--- src/rtl/decode_queue.sv ---
// decode_queue: RV32IMA+S decode stage between fetch and execute.
// Each accepted word is decoded in the cycle it is accepted. The decoded
// entry is then held in a small FIFO, so execute can apply backpressure
// without stalling the decode logic. flush discards the whole queue.
module decode_queue #(
    parameter int DEPTH    = 2,
    parameter bit ENABLE_M = 1'b1,
    parameter bit ENABLE_A = 1'b1
) (
    input  logic                         clk,
    input  logic                         rstn,
    input  logic                         flush,
    input  logic                         in_valid,
    output logic                         in_ready,
    input  logic [31:0]                  in_pc,
    input  logic [31:0]                  in_instr,
    output logic                         out_valid,
    input  logic                         out_ready,
    output logic [31:0]                  out_pc,
    output logic [31:0]                  out_instr,
    output logic [4:0]                   out_rd,
    output logic [4:0]                   out_rs1,
    output logic [4:0]                   out_rs2,
    output logic [31:0]                  out_imm,
    output logic [2:0]                   out_fmt,
    output logic                         out_writes_reg,
    output logic                         out_is_load,
    output logic                         out_is_store,
    output logic                         out_is_branch,
    output logic                         out_csrop,
    output logic                         out_rv32a,
    output logic                         out_illegal,
    output logic [$clog2(DEPTH+1)-1:0]   count
);

    localparam int PW = $clog2(DEPTH);
    localparam int CW = $clog2(DEPTH + 1);
    localparam logic [CW-1:0] FULL_COUNT = CW'(DEPTH);

    // Major opcodes (ir[6:0])
    localparam logic [6:0] OPC_LOAD     = 7'b0000011;
    localparam logic [6:0] OPC_MISC_MEM = 7'b0001111;
    localparam logic [6:0] OPC_OP_IMM   = 7'b0010011;
    localparam logic [6:0] OPC_AUIPC    = 7'b0010111;
    localparam logic [6:0] OPC_STORE    = 7'b0100011;
    localparam logic [6:0] OPC_AMO      = 7'b0101111;
    localparam logic [6:0] OPC_OP       = 7'b0110011;
    localparam logic [6:0] OPC_LUI      = 7'b0110111;
    localparam logic [6:0] OPC_BRANCH   = 7'b1100011;
    localparam logic [6:0] OPC_JALR     = 7'b1100111;
    localparam logic [6:0] OPC_JAL      = 7'b1101111;
    localparam logic [6:0] OPC_SYSTEM   = 7'b1110011;

    // Format codes presented on out_fmt
    localparam logic [2:0] FMT_NONE = 3'd0;
    localparam logic [2:0] FMT_R    = 3'd1;
    localparam logic [2:0] FMT_I    = 3'd2;
    localparam logic [2:0] FMT_S    = 3'd3;
    localparam logic [2:0] FMT_B    = 3'd4;
    localparam logic [2:0] FMT_U    = 3'd5;
    localparam logic [2:0] FMT_J    = 3'd6;

    // funct7 values that select the base, alternate and multiply groups in OP
    localparam logic [6:0] F7_BASE = 7'b0000000;
    localparam logic [6:0] F7_ALT  = 7'b0100000;
    localparam logic [6:0] F7_MUL  = 7'b0000001;
    localparam logic [6:0] F7_SFENCE = 7'b0001001;

    localparam logic [4:0] F5_LR = 5'b00010;

    typedef struct packed {
        logic [31:0] pc;
        logic [31:0] instr;
        logic [4:0]  rd;
        logic [4:0]  rs1;
        logic [4:0]  rs2;
        logic [31:0] imm;
        logic [2:0]  fmt;
        logic        writes_reg;
        logic        is_load;
        logic        is_store;
        logic        is_branch;
        logic        csrop;
        logic        rv32a;
        logic        illegal;
    } entry_t;

    // Raw instruction fields
    logic [6:0] opcode;
    logic [2:0] funct3;
    logic [6:0] funct7;
    logic [4:0] funct5;
    logic [4:0] rd_field;
    logic [4:0] rs1_field;
    logic [4:0] rs2_field;

    assign opcode    = in_instr[6:0];
    assign rd_field  = in_instr[11:7];
    assign funct3    = in_instr[14:12];
    assign rs1_field = in_instr[19:15];
    assign rs2_field = in_instr[24:20];
    assign funct7    = in_instr[31:25];
    assign funct5    = in_instr[31:27];

    // Classification results before masking
    logic [2:0] dec_fmt;
    logic       dec_legal;
    logic       dec_writes;
    logic       dec_load;
    logic       dec_store;
    logic       dec_branch;
    logic       dec_csr;
    logic       dec_amo;
    logic       amo_funct_ok;
    logic       sys_priv_ok;
    entry_t     dec;

    // Queue state
    entry_t          mem [DEPTH];
    logic [PW-1:0]   wr_ptr_reg;
    logic [PW-1:0]   rd_ptr_reg;
    logic [CW-1:0]   count_reg;
    logic            push;
    logic            pop;
    entry_t          head;

    // ecall, ebreak, sret, mret and wfi are exact words; sfence.vma takes any rs1/rs2
    assign sys_priv_ok = (in_instr == 32'h0000_0073) || (in_instr == 32'h0010_0073) ||
                         (in_instr == 32'h1020_0073) || (in_instr == 32'h3020_0073) ||
                         (in_instr == 32'h1050_0073) ||
                         ((funct7 == F7_SFENCE) && (rd_field == 5'd0));

    // Recognise defined AMO funct5 codes; LR must carry rs2 = x0
    always_comb begin
        amo_funct_ok = 1'b0;
        case (funct5)
            F5_LR:    amo_funct_ok = (rs2_field == 5'd0);
            5'b00011, 5'b00001, 5'b00000, 5'b00100, 5'b01100,
            5'b01000, 5'b10000, 5'b10100, 5'b11000, 5'b11100:
                      amo_funct_ok = 1'b1;
            default:  amo_funct_ok = 1'b0;
        endcase
    end

    // Classify by opcode: format, instruction class and funct-field legality
    always_comb begin
        dec_fmt    = FMT_NONE;
        dec_legal  = 1'b0;
        dec_writes = 1'b0;
        dec_load   = 1'b0;
        dec_store  = 1'b0;
        dec_branch = 1'b0;
        dec_csr    = 1'b0;
        dec_amo    = 1'b0;
        case (opcode)
            OPC_LUI, OPC_AUIPC: begin
                dec_fmt    = FMT_U;
                dec_legal  = 1'b1;
                dec_writes = 1'b1;
            end
            OPC_JAL: begin
                dec_fmt    = FMT_J;
                dec_legal  = 1'b1;
                dec_writes = 1'b1;
            end
            OPC_JALR: begin
                dec_fmt    = FMT_I;
                dec_legal  = 1'b1;
                dec_writes = 1'b1;
            end
            OPC_LOAD: begin
                // lb, lh, lw, lbu, lhu
                dec_fmt    = FMT_I;
                dec_legal  = (funct3 != 3'b011) && (funct3 != 3'b110) && (funct3 != 3'b111);
                dec_writes = 1'b1;
                dec_load   = 1'b1;
            end
            OPC_STORE: begin
                // sb, sh, sw
                dec_fmt   = FMT_S;
                dec_legal = !funct3[2] && (funct3[1:0] != 2'b11);
                dec_store = 1'b1;
            end
            OPC_BRANCH: begin
                // funct3 010 and 011 are unassigned
                dec_fmt    = FMT_B;
                dec_legal  = (funct3[2:1] != 2'b01);
                dec_branch = 1'b1;
            end
            OPC_OP_IMM: begin
                dec_fmt    = FMT_I;
                dec_writes = 1'b1;
                case (funct3)
                    3'b001:  dec_legal = (funct7 == F7_BASE);
                    3'b101:  dec_legal = (funct7 == F7_BASE) || (funct7 == F7_ALT);
                    default: dec_legal = 1'b1;
                endcase
            end
            OPC_MISC_MEM: begin
                dec_fmt   = FMT_I;
                dec_legal = 1'b1;
            end
            OPC_OP: begin
                dec_fmt    = FMT_R;
                dec_writes = 1'b1;
                if (funct7 == F7_MUL) begin
                    dec_legal = ENABLE_M;
                end else if (funct7 == F7_BASE) begin
                    dec_legal = 1'b1;
                end else if (funct7 == F7_ALT) begin
                    dec_legal = (funct3 == 3'b000) || (funct3 == 3'b101);
                end else begin
                    dec_legal = 1'b0;
                end
            end
            OPC_AMO: begin
                dec_fmt    = FMT_R;
                dec_writes = 1'b1;
                dec_legal  = ENABLE_A && (funct3 == 3'b010) && amo_funct_ok;
                dec_amo    = (funct5 != F5_LR);
            end
            OPC_SYSTEM: begin
                dec_fmt = FMT_I;
                if (funct3 == 3'b000) begin
                    dec_legal = sys_priv_ok;
                end else begin
                    // funct3 100 has no CSR meaning and is passed through as a non-CSR op
                    dec_legal  = 1'b1;
                    dec_csr    = (funct3 != 3'b100);
                    dec_writes = (funct3 != 3'b100);
                end
            end
            default: begin
                dec_fmt   = FMT_NONE;
                dec_legal = 1'b0;
            end
        endcase
    end

    // Assemble the entry: zero unused fields, build the immediate, gate flags on legality
    always_comb begin
        dec       = '0;
        dec.pc    = in_pc;
        dec.instr = in_instr;
        dec.fmt   = dec_fmt;

        if (dec_legal && ((dec_fmt == FMT_R) || (dec_fmt == FMT_I) ||
                          (dec_fmt == FMT_U) || (dec_fmt == FMT_J))) begin
            dec.rd = rd_field;
        end
        if ((dec_fmt == FMT_R) || (dec_fmt == FMT_I) ||
            (dec_fmt == FMT_S) || (dec_fmt == FMT_B)) begin
            dec.rs1 = rs1_field;
        end
        if ((dec_fmt == FMT_R) || (dec_fmt == FMT_S) || (dec_fmt == FMT_B)) begin
            dec.rs2 = rs2_field;
        end

        case (dec_fmt)
            FMT_I:   dec.imm = {{20{in_instr[31]}}, in_instr[31:20]};
            FMT_S:   dec.imm = {{20{in_instr[31]}}, in_instr[31:25], in_instr[11:7]};
            FMT_B:   dec.imm = {{19{in_instr[31]}}, in_instr[31], in_instr[7],
                                in_instr[30:25], in_instr[11:8], 1'b0};
            FMT_U:   dec.imm = {in_instr[31:12], 12'b0};
            FMT_J:   dec.imm = {{11{in_instr[31]}}, in_instr[31], in_instr[19:12],
                                in_instr[20], in_instr[30:21], 1'b0};
            default: dec.imm = 32'd0;
        endcase

        dec.writes_reg = dec_legal && dec_writes && (dec.rd != 5'd0);
        dec.is_load    = dec_legal && dec_load;
        dec.is_store   = dec_legal && dec_store;
        dec.is_branch  = dec_legal && dec_branch;
        dec.csrop      = dec_legal && dec_csr;
        dec.rv32a      = dec_legal && dec_amo;
        dec.illegal    = !dec_legal;
    end

    // Handshakes; in_ready looks only at registered occupancy, never at out_ready
    assign in_ready  = rstn && (count_reg < FULL_COUNT);
    assign out_valid = (count_reg != '0);
    assign push      = in_valid && in_ready && !flush;
    assign pop       = out_valid && out_ready && !flush;
    assign count     = count_reg;

    // Pointer and occupancy update; reset and flush both return the queue to empty
    always_ff @(posedge clk) begin
        if (!rstn || flush) begin
            wr_ptr_reg <= '0;
            rd_ptr_reg <= '0;
            count_reg  <= '0;
        end else begin
            if (push) begin
                wr_ptr_reg <= wr_ptr_reg + 1'b1;
            end
            if (pop) begin
                rd_ptr_reg <= rd_ptr_reg + 1'b1;
            end
            case ({push, pop})
                2'b10:   count_reg <= count_reg + 1'b1;
                2'b01:   count_reg <= count_reg - 1'b1;
                default: count_reg <= count_reg;
            endcase
        end
    end

    // Entry storage: cleared by reset, written at the write pointer on push
    always_ff @(posedge clk) begin
        if (!rstn) begin
            for (int i = 0; i < DEPTH; i++) begin
                mem[i] <= '0;
            end
        end else if (push) begin
            mem[wr_ptr_reg] <= dec;
        end
    end

    // Head entry, forced to zero whenever nothing is presented
    assign head = out_valid ? mem[rd_ptr_reg] : '0;

    assign out_pc         = head.pc;
    assign out_instr      = head.instr;
    assign out_rd         = head.rd;
    assign out_rs1        = head.rs1;
    assign out_rs2        = head.rs2;
    assign out_imm        = head.imm;
    assign out_fmt        = head.fmt;
    assign out_writes_reg = head.writes_reg;
    assign out_is_load    = head.is_load;
    assign out_is_store   = head.is_store;
    assign out_is_branch  = head.is_branch;
    assign out_csrop      = head.csrop;
    assign out_rv32a      = head.rv32a;
    assign out_illegal    = head.illegal;

endmodule
--- config.mk ---
export PLATFORM = sky130hd
export DESIGN_NAME = decode_queue
export DESIGN_NICKNAME = d
export VERILOG_FILES = /design/src/rtl/decode_queue.sv
export SDC_FILE = /design/constraint.sdc
export NUM_CORES = 1
export LEC_CHECK = 0
export ABC_AREA = 0
export CELL_PAD_IN_SITES_DETAIL_PLACEMENT = 1
export CELL_PAD_IN_SITES_GLOBAL_PLACEMENT = 2
export CORE_UTILIZATION = 30
export CTS_CLUSTER_SIZE = 8
export DETAILED_ROUTE_END_ITERATION = 16
export PLACE_DENSITY = 0.73
export SYNTH_ARGS = -nofsm -noshare
export SYNTH_HDL_FRONTEND = slang
export SYNTH_SLANG_ARGS = --single-unit
export TNS_END_PERCENT = 100
--- constraint.sdc ---
create_clock -name clk -period 6.05 [get_ports clk]
set_input_delay 1.21 -clock clk [delete_from_list [all_inputs] [get_ports clk]]
set_output_delay 1.21 -clock clk [all_outputs]
set_load 0.005 [all_outputs]
==> flow_metrics.tcl, run 1 <==
set metrics [dict create \
    status "complete, no violations" \
    period_share 0.7691 \
    rsz0062_at_grt "false" \
    timing.hold.ws_ns 0.5541 \
    synth.distinct_cells 54 \
    synth_simple_gate_area_share 0.1810 \
    utilization 0.3993 \
    antenna_found_initial 2 \
    cts_buffer_depth 3 \
    slew_violations 0 \
    hold_viol 0 \
    overflow 0 \
    finalSetupTns_ns 0 \
    avgSynthCellArea_um2 11.90 \
    netlist_area_mm2 0.01162 \
    root_buffer "clkbuf_16" \
    syn_inst 977 \
    ctsHoldBuffers 0 \
    area_growth_pct 30.29 \
    cts_buffers 37 \
    synthAdderAreaFrac 0.005382 \
    met3WireLength_mm 1.527 \
    vias 8264 \
    synth_xor_area_frac 0.003767 \
    reg2reg_slack_ns 3.09 \
    first_pass_iters 5 \
    drc_errors 0 \
    nets 1230 \
    synth_top_family_by_area "simple AND/OR/NAND/NOR gates" \
    ant_nets 0 \
    yosys_warnings 0 \
    io_pins 194 \
    wl_met1_mm 15.24 \
    design.core.area_mm2 0.03793 \
    wl_per_cell_um 20.67 \
    cp.required_ns 6.25 \
    rows 71 \
    slew_headroom 0.1734 \
    setup_viol 0 \
    route.met2.wl_mm 17.43 \
    syn-num-nets 1051 \
    die_x_um 198.9 \
    port_buffers 193 \
    dp_hpwl_mm 23.16 \
    postPlaceCellArea_mm2 0.01410 \
    ys_seq_area_frac 0.6337 \
    grt_pass1_wl_mm 52.30 \
    startpoint_type "input pin" \
    grt_max_degree 86 \
    hold_path_class "reg -> reg" \
    postCtsSetupBuffers 0 \
    critical_path_class "in -> reg" \
    totalWireLength_mm 34.81 \
    die_y_um 198.9 \
    clock_skew_ns 0.009571 \
    power_leakage_nw 5.305 \
    timing.final.crit_period_ns 4.653 \
    mostFrequentLayoutCells "edfxtp_1, clkdlybuf4s50_1, nor2_1" \
    critical_path.endpoint_type "flip-flop" \
    via_per_inst 4.907 \
    fp.dieArea_mm2 0.03954 \
    p_total_mw 4.110 \
    synth_compound_gate_area_share 0.03692 \
    vdd_drop_max_v 0.0001237 \
    cp.arrival_ns 4.85 \
    synthMuxAreaShare 0.1052 \
    clock_latency_ns 0.51 \
    tightest_slew_ns 1.233 \
    power.density_mw_per_mm2 271.4 \
    final_common_cell "edfxtp_1" \
    largest_reg_flops 242 \
    synthFlopType "edfxtp_1" \
    grt_pass1_vias 8553 \
    async_flop_share 0 \
    track_usage 0.1775 \
    clkTransAtPathRegs_ns 0.05 \
    cp_max_fo 13 \
    cts.repair.resized 0 \
    dr.first_iter.drc_count 450 \
    htreeDepth 2 \
    design_area_mm2 0.01515 \
    gp_congestion 0.7864 \
    drive_gt1_frac 0.06405 \
    cts_tree "built" \
    initial_utilization 0.3065 \
    max-cap-violations 0 \
    synth-seq-cells 247 \
    routed.top_layer "met4" \
    max_clock_freq_mhz 214.9 \
    synth_edf_count 242 \
    cts_sinks 247 \
]
[synthesized netlist by cell type, drive strengths merged (4+ instances only)]
cell	number	area, um^2
nand3	5	25.02
mux2i	121	1211
xor2	4	35.03
inv	28	105.1
and3	54	339.1
nand2	42	157.7
clkbuf	48	180.2
ha	5	62.56
and2	68	429.2
nor4	4	25.02
o21ai	33	165.2
edfxtp	242	7267
nor3	38	200.2
a22oi	6	45.04
buf	22	110.1
nor2	189	711.9
nor2b	4	25.02
nand2b	4	25.02
a21oi	15	75.07
dfxtp	5	100.1
nor3b	7	52.55
[routing by layer]
metal  global-route usage  vias up
met5                    0        -
met4              0.05242        0
met3              0.02628       41
met2               0.3034      179
met1               0.2316     4204
li1                     -     3840
[per-stage QoR]
step	setup WS, ns	std cells
after global placement	1.164	1628
after detailed placement	0.9183	1628
after global routing	1.131	1684
after CTS	1.433	1682
final	1.397	1684
after floorplan	0.5777	977
[kinds of logic after synthesis]
family          after synthesis
compound gates               70
fa+ha+maj                     5
simple gates                430
flops                       247
xor+xnor                      5
mux                         122
buf+inv                      98
[layout make-up]
class                   instances  area [um^2]
fillers                      4065        22790
flip-flops and latches        247         7372
multi-input cells             632         3897
repair buffers                210         2085
clock buffers                  52         1025
well taps                     511        639.4
inverters                      28        105.1
clock inverters                 2        17.52
diodes                          2        5.005
[critical path: stages]
cell             delay, ns
clkdlybuf4s50_1       0.62
and2_0                0.35
o21ai_0               0.33
a21oi_1               0.12
o21ai_0               0.53
inv_1                 0.14
ha_1                  0.29
mux2_2                0.38
o21ai_1               0.64
o21ai_0               0.23
[final timing paths]
kind	startpoint	end	cells after the start
max reg2reg	wr_ptr_reg$_SDFFE_PP0P_	mem[1][77]$_SDFFCE_PN0P_	4
min	rd_ptr_reg$_SDFFE_PP0P_	flip-flop	2
min reg2reg	rd_ptr_reg$_SDFFE_PP0P_	flip-flop	2
max	in_instr[5]	mem[1][30]$_SDFFCE_PN0P_	10
[report_power, final]
part,switching [mW],leakage (nW),internal (mW),total [mW]
Clock,0.713,0.505,1.16,1.87
Sequential,0.0212,2.58,1.95,1.97
Combinational,0.162,2.22,0.102,0.264
Total,0.896,5.31,3.21,4.11
(Power assumes the default switching activity.)
==> run 2, diff against run 1 <==
PLACE_DENSITY = 0.76   (was 0.73)
clock period = 4.1 ns   (was 6.05 ns; I/O delays follow)
==> run 2 against run 1 <==
Compared with the run above: global-route usage is 0.13 points higher; final area increased by 1.8%; count of clock-buffer cells in the layout fell by 1; first-iteration DRC count shrank 21%; clock skew is 0.017 ns higher.
==> flow_metrics.tcl, run 2 (same netlist as run 1, synthesis figures left out) <==
set metrics [dict create \
    status "complete, no violations" \
    design.core.area_mm2 0.03793 \
    grt_pass1_wl_mm 52.85 \
    utilization 0.4063 \
    io_pins 194 \
    clock_latency_ns 0.52 \
    vdd_drop_max_v 0.0002526 \
    largest_reg_flops 242 \
    mostFrequentLayoutCells "edfxtp_1, clkdlybuf4s50_1, nor2_1" \
    final_common_cell "edfxtp_1" \
    drive_gt1_frac 0.08271 \
    tightest_slew_ns 1.210 \
    initial_utilization 0.3065 \
    drc_errors 0 \
    wl_per_cell_um 20.64 \
    slew_violations 0 \
    root_buffer "clkbuf_16" \
    ctsHoldBuffers 0 \
    slew_headroom 0.1887 \
    cp.arrival_ns 3.69 \
    rsz0062_at_grt "false" \
    gp_congestion 0.7901 \
    timing.hold.ws_ns 0.5109 \
    dr.first_iter.drc_count 354 \
    cp.required_ns 4.36 \
    reg2reg_slack_ns 1.68 \
    area_growth_pct 32.57 \
    fp.dieArea_mm2 0.03954 \
    hold_path_class "reg -> reg" \
    dp_hpwl_mm 24.04 \
    rows 71 \
    cp_max_fo 11 \
    via_per_inst 4.908 \
    power_leakage_nw 5.448 \
    cts_buffer_depth 3 \
    totalWireLength_mm 35.32 \
    cts.repair.resized 0 \
    timing.final.crit_period_ns 3.436 \
    vias 8398 \
    clkTransAtPathRegs_ns 0.05 \
    finalSetupTns_ns 0 \
    track_usage 0.1787 \
    die_y_um 198.9 \
    cts_buffers 37 \
    cts_tree "built" \
    critical_path_class "in -> reg" \
    ant_nets 0 \
    critical_path.endpoint_type "flip-flop" \
    hold_viol 0 \
    clock_skew_ns 0.02694 \
    die_x_um 198.9 \
    grt_max_degree 68 \
    postCtsSetupBuffers 0 \
    overflow 0 \
    antenna_found_initial 3 \
    power.density_mw_per_mm2 392.9 \
    dp_cells 1652 \
    cts_sinks 247 \
    port_buffers 193 \
    setup_viol 0 \
    grt_pass1_vias 8636 \
    max_clock_freq_mhz 291.0 \
    finalNonFillerCells 1711 \
    nets 1254 \
    period_share 0.8382 \
    first_pass_iters 4 \
    max-cap-violations 0 \
    htreeDepth 2 \
    startpoint_type "input pin" \
]
## run 2: final cells by class
class                      instances  area (um^2)
tap                              511        639.4
multi-input combinational        632         3897
clock inverter                     5        46.29
inverter                          28        105.1
sequential                       247         7372
timing repair buffer             234         2365
fill                            4069        22520
antenna                            3        7.507
clock buffer                      51        978.4
## run 2: worst paths after layout
check	startpoint	end	cells past startpoint
setup / recovery	in_instr[6]	mem[1][48]$_SDFFCE_PN0P_	10
hold / removal	rd_ptr_reg$_SDFFE_PP0P_	flip-flop	2
setup reg to reg	count[1]$_SDFFE_PP0P_	count[1]$_SDFFE_PP0P_	8
hold reg to reg	rd_ptr_reg$_SDFFE_PP0P_	flip-flop	2
## run 2: worst max-delay path: stages
cell and delay, ns:
clkdlybuf4s50_1 0.56, and2_0 0.31, o21ai_0 0.28, a21oi_1 0.10, o21ai_0 0.27, inv_1 0.11
ha_1 0.31, nor4_1 0.52, nor3_1 0.19, and2_1 0.21
## run 2: power by group
group / total, mW / internal (mW) / switching [mW] / leakage, nW
Clock: 2.73 / 1.65 / 1.08 / 0.497
Combinational: 0.418 / 0.172 / 0.246 / 2.37
Sequential: 2.91 / 2.88 / 0.0299 / 2.58
## run 2: through the flow
step,area (um^2),power [mW],worst slack [ns]
4_1_cts,15400,6.135,0.6802
3_5_place_dp,14380,3.384,0.1597
2_1_floorplan,11630,3.134,0.1665
3_3_place_gp,14380,3.369,0.2860
6_report,15410,6.055,0.6636
5_1_grt,15410,6.255,0.4150
## run 2: routing by layer
| metal | vias to the layer above | track usage | share of wire |
|---|---|---|---|
| met5 | - | 0 | 0 |
| li1 | 3884 | - | - |
| met3 | 54 | 0.02526 | 0.040 |
| met2 | 201 | 0.3147 | 0.51 |
| met4 | 0 | 0.05499 | 0.024 |
| met1 | 4259 | 0.2254 | 0.42 |
==> run 3, diff against run 2 <==
clock period = 3 ns   (was 4.1 ns; I/O delays follow)
==> run 3 against run 2 <==
Compared with the run above: global-route usage rose by 0.26 points; clock power rose by 34%; cell count rose by 3.6%; sequential cell count did not move; via count rose by 0.79%.
==> flow_metrics.tcl, run 3 (same netlist as run 1, synthesis figures left out) <==
set metrics [dict create \
    cts_buffer_depth 3 \
    crit_top_cell "buf_4" \
    root_buffer "clkbuf_16" \
    finalSetupTns_ns 0 \
    cpMaxStageDelayCell "clkdlybuf4s50_1" \
    seq_area_mm2 0.007372 \
    grt_pass1_wl_mm 53.36 \
    startpoint_type "input pin" \
    ant_nets 0 \
    hold_viol 0 \
    port_buffers 193 \
    die_x_um 198.9 \
    critical_path_class "in -> reg" \
    cts_sinks 247 \
    path_buf_inv 4 \
    clkTransAtPathRegs_ns 0.05 \
    hp-start "rd_ptr_reg$_SDFFE_PP0P_" \
    p_total_mw 8.261 \
    max_clock_freq_mhz 357.0 \
    mostFrequentLayoutCells "edfxtp_1, clkdlybuf4s50_1, nor2_1" \
    first_pass_iters 5 \
    slew_violations 0 \
    design_area_mm2 0.01601 \
    hold_path_class "reg -> reg" \
    fp.dieArea_mm2 0.03954 \
    largest_reg_flops 242 \
    r2r_start "count[1]$_SDFFE_PP0P_" \
    r2r_cells 6 \
    reg2reg_to "mem[0][48]$_SDFFCE_PN0P_" \
    via_per_inst 4.774 \
    hold-path-endpoint "rd_ptr_reg$_SDFFE_PP0P_" \
    die_y_um 198.9 \
    fillCellCount 4068 \
    ctsHoldBuffers 0 \
    status "complete, no violations" \
    cp.required_ns 3.25 \
    totalWireLength_mm 35.34 \
    slew_headroom 0.5212 \
    vias 8464 \
    max-cap-violations 0 \
    cts_tree "built" \
    area_growth_pct 37.74 \
    antenna_found_initial 1 \
    drive_gt1_frac 0.1332 \
    wl_per_cell_um 19.93 \
    io_pins 194 \
    dr.first_iter.drc_count 331 \
    cp.arrival_ns 3.05 \
    dp_cells 1719 \
    postPlaceCellArea_mm2 0.01499 \
    hold_path_depth 2 \
    cp_max_fo 8 \
    setup_viol 0 \
    dp_hpwl_mm 24.80 \
    htreeDepth 2 \
    utilization 0.4221 \
    cts_buffers 36 \
    nets 1321 \
    overflow 0 \
    path_cells "clkdlybuf4s50_1, buf_4, nand2_1, o21ai_0, and3_1, nor3b_2, buf_4, ha_1, mux2_2, o21ai_1, buf_4, o21ai_0" \
    track_usage 0.1813 \
    clock_latency_ns 0.52 \
    timing.final.crit_period_ns 2.801 \
    drc_errors 0 \
    reg2reg_slack_ns 0.86 \
    clock_skew_ns 0.02112 \
    final_common_cell "edfxtp_1" \
    grt_pass1_vias 8974 \
    design.core.area_mm2 0.03793 \
    initial_utilization 0.3065 \
    vdd_drop_max_v 0.0002899 \
    critical_path.endpoint_type "flip-flop" \
    tightest_slew_ns 0.7143 \
    power_leakage_nw 5.812 \
    critPathTopFamily "buffers and inverters" \
    gp_congestion 0.8392 \
    rows 71 \
    rsz0062_at_grt "false" \
    finalNonFillerCells 1773 \
    multiInputGateArea_mm2 0.003929 \
    power.density_mw_per_mm2 516.0 \
    period_share 0.9336 \
    grt_max_degree 67 \
    cp_slowest_stage_delay_ns 0.52 \
]
[run 3: cell count changes in the layout (fill, tap and decap cells not counted), moves of 2 or more]
cell / before / now
buf_12: 10 / 17
buf_4: 31 / 92
clkinv_8: 0 / 3
diode_2: 3 / 1
inv_6: 2 / 0
nand2_4: 2 / 0
nand2_8: 0 / 2
o21ai_0: 29 / 27
o21ai_1: 4 / 6
[run 3: how the worst max path moves through the flow]
stage | cells past startpoint | endpoint | slack [ns] | start
2_1_floorplan | 11 | mem[0][17]$_SDFFCE_PN0P_ | 0.04 | in_instr[6]
3_3_place_gp | 11 | mem[1][26]$_SDFFCE_PN0P_ | -0.40 | in_instr[6]
3_5_place_dp | 11 | mem[1][29]$_SDFFCE_PN0P_ | -0.52 | in_instr[6]
4_1_cts | 5 | out_imm[23] | 0.02 | flip-flop
5_1_grt | 12 | mem[1][29]$_SDFFCE_PN0P_ | 0.06 | in_instr[3]
6_report | 12 | mem[0][38]$_SDFFCE_PN0P_ | 0.20 | in_instr[2]
[run 3: worst register-to-register path, delay by kind of cell (launching register included)]
kind | cells | cell delay (ns)
AND/OR/NAND/NOR | 4 | 1.22
buffers and inverters | 2 | 0.42
flip-flops | 1 | 0.37
[run 3: final cells by class]
cell class,count,share of cell area
Antenna cell,1,0.0001563
Clock buffer,49,0.05931
Multi-Input combinational cell,632,0.2454
Sequential cell,247,0.4604
Inverter,28,0.006564
Timing Repair Buffer,302,0.1852
Tap cell,511,0.03993
Clock inverter,3,0.003048
[run 3: report_power, final]
group | switching, mW | leakage (nW) | internal (mW)
Clock | 1.46 | 0.480 | 2.19
Combinational | 0.350 | 2.75 | 0.284
Sequential | 0.0388 | 2.58 | 3.93
Total | 1.85 | 5.81 | 6.41
[run 3: per-layer routing]
metal  part of all wire  GRT usage
met3              0.039    0.02798
met4              0.031    0.06980
met1               0.43     0.2293
met2               0.49     0.3104
met5                  0          0
[run 3: stage by stage]
| step | hold WS [ns] | setup slack [ns] |
|---|---|---|
| 2_1_floorplan | 0.4725 | 0.04474 |
| 3_3_place_gp | 0.4836 | -0.4042 |
| 3_5_place_dp | 0.4944 | -0.5206 |
| 4_1_cts | 0.5100 | 0.02092 |
| 5_1_grt | 0.5447 | 0.05584 |
| 6_report | 0.5042 | 0.1991 |
[run 3: what timing repair did]
item                       in CTS  in global routing
hold endpoints to repair        0                  0
resized for setup               0                  6
setup endpoints to repair       0                 88
setup buffers                   0                  1
